<file path="config.mk">
export PLATFORM = sky130hd
export DESIGN_NAME = fifo_rd_stream
export DESIGN_NICKNAME = d
export VERILOG_FILES = /design/src/rtl/fifo_rd_pkg.sv /design/src/rtl/fifo_rd_stream_skid_buf.sv /design/src/rtl/fifo_rd_stream.sv
export SDC_FILE = /design/constraint.sdc
export NUM_CORES = 1
export LEC_CHECK = 0
export CELL_PAD_IN_SITES_DETAIL_PLACEMENT = 0
export CELL_PAD_IN_SITES_GLOBAL_PLACEMENT = 1
export CORE_MARGIN = 3
export CORE_UTILIZATION = 42
export DETAILED_ROUTE_END_ITERATION = 6
export HOLD_SLACK_MARGIN = 0.12
export PLACE_DENSITY = 0.88
export SYNTH_ARGS = -nofsm -noshare
export SYNTH_HDL_FRONTEND = slang
export SYNTH_SLANG_ARGS = --single-unit
</file>
<file path="constraint.sdc">
create_clock -name clk -period 2.23 [get_ports clk]
set_clock_uncertainty 0.1 [all_clocks]
set_input_delay 0.446 -clock clk [delete_from_list [all_inputs] [get_ports clk]]
set_output_delay 0.446 -clock clk [all_outputs]
set_load 0.02 [all_outputs]
</file>
<file path="src/rtl/fifo_rd_pkg.sv">
`default_nettype none
// +--------------------------------------------------------------------------+
// | Package : fifo_rd_pkg                                                     |
// | Purpose : Shared constants, FSM encoding and helpers for fifo_rd_stream.  |
// | Rev     : 1.0  initial release                                            |
// +--------------------------------------------------------------------------+
package fifo_rd_pkg;

  localparam int DATA_W_DEF = 8;
  localparam int CNT_W_DEF  = 16;
  localparam int BUF_DEPTH  = 3;

  typedef enum logic [1:0] {
    ST_IDLE  = 2'd0,
    ST_RUN   = 2'd1,
    ST_DRAIN = 2'd2
  } state_e;

  // Pointer increment that wraps at BUF_DEPTH (not a power of two).
  function automatic logic [1:0] ptr_inc(input logic [1:0] p);
    return (p == 2'(BUF_DEPTH - 1)) ? 2'd0 : p + 2'd1;
  endfunction

endpackage
`default_nettype wire

</file>
<file path="src/rtl/fifo_rd_stream_skid_buf.sv">
`default_nettype none
// +--------------------------------------------------------------------------+
// | Module  : stream_skid_buf                                                 |
// | Purpose : 3-entry in-order circular buffer between FIFO capture and the   |
// |           output stream.                                                  |
// | Ports   : clk, rst (async active-low)                                     |
// |           push_i / data_i  - write data_i at tail                         |
// |           pop_i            - advance head (ignored when empty)            |
// |           data_o           - head entry                                   |
// |           occ_o            - number of valid entries (0..3)               |
// | Rev     : 1.0  initial release                                            |
// +--------------------------------------------------------------------------+
module stream_skid_buf
  import fifo_rd_pkg::*;
#(
  parameter int DATA_W = DATA_W_DEF
) (
  input  logic              clk,
  input  logic              rst,
  input  logic              push_i,
  input  logic              pop_i,
  input  logic [DATA_W-1:0] data_i,
  output logic [DATA_W-1:0] data_o,
  output logic [1:0]        occ_o
);

  logic [DATA_W-1:0] mem_q [BUF_DEPTH];
  logic [1:0]        head_q;
  logic [1:0]        tail_q;
  logic [1:0]        occ_q;
  logic              w_pop;
  logic              w_push;

  assign w_pop  = pop_i && (occ_q != 2'd0);
  // A push into a full buffer is only legal when a pop frees the head slot.
  assign w_push = push_i && ((occ_q != 2'(BUF_DEPTH)) || w_pop);

  always_ff @(posedge clk or negedge rst) begin
    if (!rst) begin
      for (int i = 0; i < BUF_DEPTH; i++) begin
        mem_q[i] <= '0;
      end
      head_q <= 2'd0;
      tail_q <= 2'd0;
      occ_q  <= 2'd0;
    end else begin
      if (w_push) begin
        mem_q[tail_q] <= data_i;
        tail_q        <= ptr_inc(tail_q);
      end
      if (w_pop) begin
        head_q <= ptr_inc(head_q);
      end
      case ({w_push, w_pop})
        2'b10:   occ_q <= occ_q + 2'd1;
        2'b01:   occ_q <= occ_q - 2'd1;
        default: occ_q <= occ_q;
      endcase
    end
  end

  assign data_o = mem_q[head_q];
  assign occ_o  = occ_q;

endmodule
`default_nettype wire

</file>
<file path="src/rtl/fifo_rd_stream.sv">
`default_nettype none
// +--------------------------------------------------------------------------+
// | Module  : fifo_rd_stream                                                  |
// | Purpose : Reads an upstream FIFO (1-cycle read latency) and presents the  |
// |           bytes as a valid/ready stream, with a delivered-byte counter.   |
// | Ports   : clk, rst (async active-low)                                     |
// |           enable            - permits new FIFO reads                      |
// |           fifo_empty/dout   - upstream FIFO status and read data          |
// |           fifo_rd_en        - upstream read request                       |
// |           m_data/valid/ready- output stream                               |
// |           xfer_cnt          - bytes delivered (wraps)                     |
// |           idle              - FSM in IDLE                                 |
// | Rev     : 1.0  initial release                                            |
// +--------------------------------------------------------------------------+
module fifo_rd_stream
  import fifo_rd_pkg::*;
#(
  parameter int DATA_W = DATA_W_DEF,
  parameter int CNT_W  = CNT_W_DEF
) (
  input  logic              clk,
  input  logic              rst,
  input  logic              enable,
  input  logic              fifo_empty,
  input  logic [DATA_W-1:0] fifo_dout,
  output logic              fifo_rd_en,
  output logic [DATA_W-1:0] m_data,
  output logic              m_valid,
  input  logic              m_ready,
  output logic [CNT_W-1:0]  xfer_cnt,
  output logic              idle
);

  state_e            state_q;
  state_e            state_d;
  logic              idle_q;
  logic              infl_q;
  logic [CNT_W-1:0]  xfer_cnt_q;
  logic [1:0]        occ;
  logic [2:0]        w_pending;
  logic              w_xfer;
  logic [DATA_W-1:0] w_head;

  // Entries held plus the one still in flight must leave room for a new
  // read, so a read is issued only when at most two slots are spoken for.
  // m_ready is deliberately excluded to keep the FIFO side free of paths
  // from the downstream consumer.
  assign w_pending  = {1'b0, occ} + {2'b00, infl_q};
  assign fifo_rd_en = (state_q == ST_RUN) && !fifo_empty && (w_pending <= 3'd2);

  assign m_valid = (occ != 2'd0);
  assign m_data  = w_head;
  assign w_xfer  = m_valid && m_ready;

  // Capture runs in every state so data read just before leaving RUN is
  // still delivered.
  stream_skid_buf #(
    .DATA_W (DATA_W)
  ) u_buf (
    .clk    (clk),
    .rst    (rst),
    .push_i (infl_q),
    .pop_i  (w_xfer),
    .data_i (fifo_dout),
    .data_o (w_head),
    .occ_o  (occ)
  );

  always_comb begin
    state_d = state_q;
    case (state_q)
      ST_IDLE: begin
        if (enable) state_d = ST_RUN;
      end
      ST_RUN: begin
        if (!enable) begin
          state_d = ((occ != 2'd0) || infl_q) ? ST_DRAIN : ST_IDLE;
        end
      end
      ST_DRAIN: begin
        if (enable)                          state_d = ST_RUN;
        else if ((occ == 2'd0) && !infl_q)   state_d = ST_IDLE;
      end
      default: state_d = ST_IDLE;
    endcase
  end

  always_ff @(posedge clk or negedge rst) begin
    if (!rst) begin
      state_q    <= ST_IDLE;
      idle_q     <= 1'b1;
      infl_q     <= 1'b0;
      xfer_cnt_q <= '0;
    end else begin
      state_q <= state_d;
      idle_q  <= (state_d == ST_IDLE);
      infl_q  <= fifo_rd_en;
      if (w_xfer) begin
        xfer_cnt_q <= xfer_cnt_q + {{(CNT_W-1){1'b0}}, 1'b1};
      end
    end
  end

  assign xfer_cnt = xfer_cnt_q;
  assign idle     = idle_q;

endmodule
`default_nettype wire

</file>
==> results.json <==
{
  "min_period_ns": 2.20,
  "required_ns": 1.68,
  "hold_violations": 0,
  "initial_core_util_pct": 44.5,
  "port_buffers": 39,
  "fin_crit_sh_pct": 98.8,
  "power_density_nw_per_um2": 1260,
  "ant_nets": 0,
  "nNetsFinal": 258,
  "grt_pass1_vias": 1539,
  "r2r-end": "u_buf.mem_q[13]",
  "grt_max_degree": 20,
  "muxShareOfSynthArea_pct": 17.7,
  "drc": 0,
  "cp-start-kind": "register",
  "num_vias": 1495,
  "clk_latency_ns": 0.30,
  "syn-num-nets": 201,
  "worst_setup_path_end_kind": "primary output",
  "synth_compound_gate_area_share_pct": 3.57,
  "worst_slack_ns": 0.0262,
  "status": "completed",
  "finalSetupViolCount": 0,
  "ir_worst_vdd_mv": 0.530,
  "placedInstanceArea_um2": 2890,
  "synth_top_family_by_area": "multiplexers",
  "cp-startpoint": "u_buf.occ_o[0]",
  "reg2regPathDepth": 6,
  "avgRoutedWirePerCell_um": 13.8,
  "area_growth_pct": 27.9,
  "synth_top_area_share_pct": 52.9,
  "die_h_um": 80.3,
  "antenna_found_initial": 0,
  "grt_pass1_wl_um": 7370,
  "max_slew_margin_pct": 70.3,
  "synth_area_leaders": "dfrtp_1, mux2_4, xnor2_1",
  "rsz0062_at_grt": "yes",
  "synth_xor_area_share_pct": 7.19,
  "place_congestion": 0.775,
  "min_to": "xfer_cnt[15]",
  "maxSlewViolCount": 0,
  "reg2reg_setup_slack_ns": 0.40,
  "core_area_um2": 5200,
  "synth.distinct_cells": 32,
  "fp.dieW_um": 80.3,
  "hpwlAfterDp_um": 3210,
  "ys_ff_latch": 50,
  "worstHoldStart": "xfer_cnt[15]",
  "cp_slowest_cell": "dfrtp_1",
  "ys.flop_type": "dfrtp_1",
  "vias_per_cell": 4.81,
  "tns_ns": 0,
  "tightest_slew_ns": 0.445,
  "async_flop_share_pct": 100,
  "path_buf_inv": 2,
  "grt_usage_pct": 15.2,
  "synth-adder-area-share_pct": 2.70,
  "cts-root-buf": "clkbuf_8",
  "fin_hold_ws_ns": 0.369,
  "critPathKind": "register to primary output",
  "final_layout_size_suffix_gt1_share_pct": 24.5,
  "total_power_w": 0.00372,
  "grt_overflow_total": 0,
  "yosysTopAreaCell": "dfrtp_1",
  "htreeDepth": 2,
  "num_io_pins": 40,
  "antenna_cells": 0,
  "avgSynthCellArea_um2": 12.7,
  "cap_violations": 0,
  "cts_tree": "yes",
  "postRouteWirelength_um": 4280,
  "dp_slack_ns": -0.129,
  "synth_area_um2": 2320,
  "drt-pass1-iter-count": 4,
  "cts_sinks": 50,
  "ys_seq_area_share_pct": 54.1,
  "cp_data_arrival_time_ns": 1.66,
  "syn_inst": 183,
  "clk_path_buf_depth": 2,
  "cpPeakStageDelay_ns": 0.37,
  "yosysWarnings": 0,
  "tritoncts.num_buffers": 5,
  "worstReg2RegStart": "u_buf.occ_o[0]",
  "final_cell_area_um2": 2960,
  "min_path_type": "register to register",
  "dieArea_um2": 6440,
  "yosys.area_share.simple_pct": 12.2,
  "path_clk_slew_ns": 0.08,
  "synth_edf_count": 0,
  "cp_cell_sequence": "ha_2 -> inv_1 -> ha_1 -> a21oi_1 -> nor4b_2 -> buf_4",
  "crit_family": "adder cells",
  "core.rowCount": 26,
  "cp_max_fo": 2,
  "hold_path_depth": 1,
  "first_iter_violations": 74,
  "max_freq_ghz": 0.454,
  "path_depth": 6,
  "leakage_nw": 1.37
}
==> cells in the mapped netlist, types with 3 or more instances <==
cell and instances:
nand2_1 22, nand3_1 7, mux2_2 8, mux2_4 16
nor2_1 6, nor3_1 3, o21ai_0 9, ha_1 5
mux2i_1 8, dfrtp_1 49, inv_1 4, xnor2_1 18
==> power breakdown <==
part           switching, W  total [W]  internal [W]
Clock              0.000278   0.000502      0.000223
Sequential         0.000253    0.00151       0.00125
Combinational      0.000820    0.00171      0.000895
==> placed cells by master (no fill, tap or decap), types with 4 or more instances in the layout <==
| master | n |
|---|---|
| dfrtp_1 | 49 |
| clkdlybuf4s50_1 | 28 |
| nand2_1 | 22 |
| xnor2_1 | 18 |
| mux2_4 | 16 |
| buf_4 | 16 |
| o21ai_0 | 9 |
| mux2i_1 | 8 |
| mux2_2 | 8 |
| nand3_1 | 7 |
| nor2_1 | 6 |
| clkbuf_8 | 5 |
| inv_1 | 4 |
| ha_1 | 4 |
| dlygate4sd2_1 | 4 |
==> worst register-to-register path: stages, from the launching register on <==
cell and delay [ns]:
dfrtp_1 0.40, buf_4 0.16, nand2_2 0.07, o21ai_2 0.08
or3b_1 0.42, buf_4 0.19, mux2_4 0.30
==> logic make-up after synthesis <==
kind of cell | Yosys count
adders and majority gates | 5
xor gates and xnor gates | 19
muxes | 32
and+or+nand+nor | 52
buffers and inverters | 11
DFF | 50
AOI/OAI and AO/OA | 14
==> area by class of cell <==
class | count | area [um2]
fill | 466 | 2240
multi-input combinational | 122 | 1010
clock buffer | 8 | 80.1
timing repair buffer | 56 | 510
tap | 70 | 87.6
sequential | 50 | 1250
inverter | 5 | 18.8
==> state kept, by name (all words and copies together) (netlist names) <==
register	flops
idle	1
infl_q	1
state_q	2
u_buf.head_q	2
u_buf.mem_q	24
u_buf.occ_o	2
u_buf.tail_q	2
xfer_cnt	16
==> how the worst max path moves through the flow <==
stage,end,slack (ns)
2_1_floorplan,fifo_rd_en,0.20
3_3_place_gp,fifo_rd_en,-0.1
3_5_place_dp,fifo_rd_en,-0.13
4_1_cts,fifo_rd_en,-0.02
5_1_grt,fifo_rd_en,-0.14
6_report,fifo_rd_en,0.03
==> layer usage <==
layer  track usage [%]  routed length, um
met5                 0                  0
met4              7.60                 97
met3              3.14                142
met2              24.2               2140
met1              19.5               1900
==> stage by stage <==
stage,cells,util [%]
finish,311,56.9
global route,311,56.9
CTS,311,56.9
detailed placement,302,55.5
global placement,302,55.5
floorplan,183,-
==> what timing repair did <==
item / 4_1_cts / 5_1_grt
setup endpoints to repair: 10 / 6
hold buffers: 1 / 0
pin swaps: 0 / 0
buffers inserted: 0 / 0
hold endpoints to repair: 17 / 0
resized for setup: 15 / 10
Note: power is estimated with default switching activity, not from simulation.
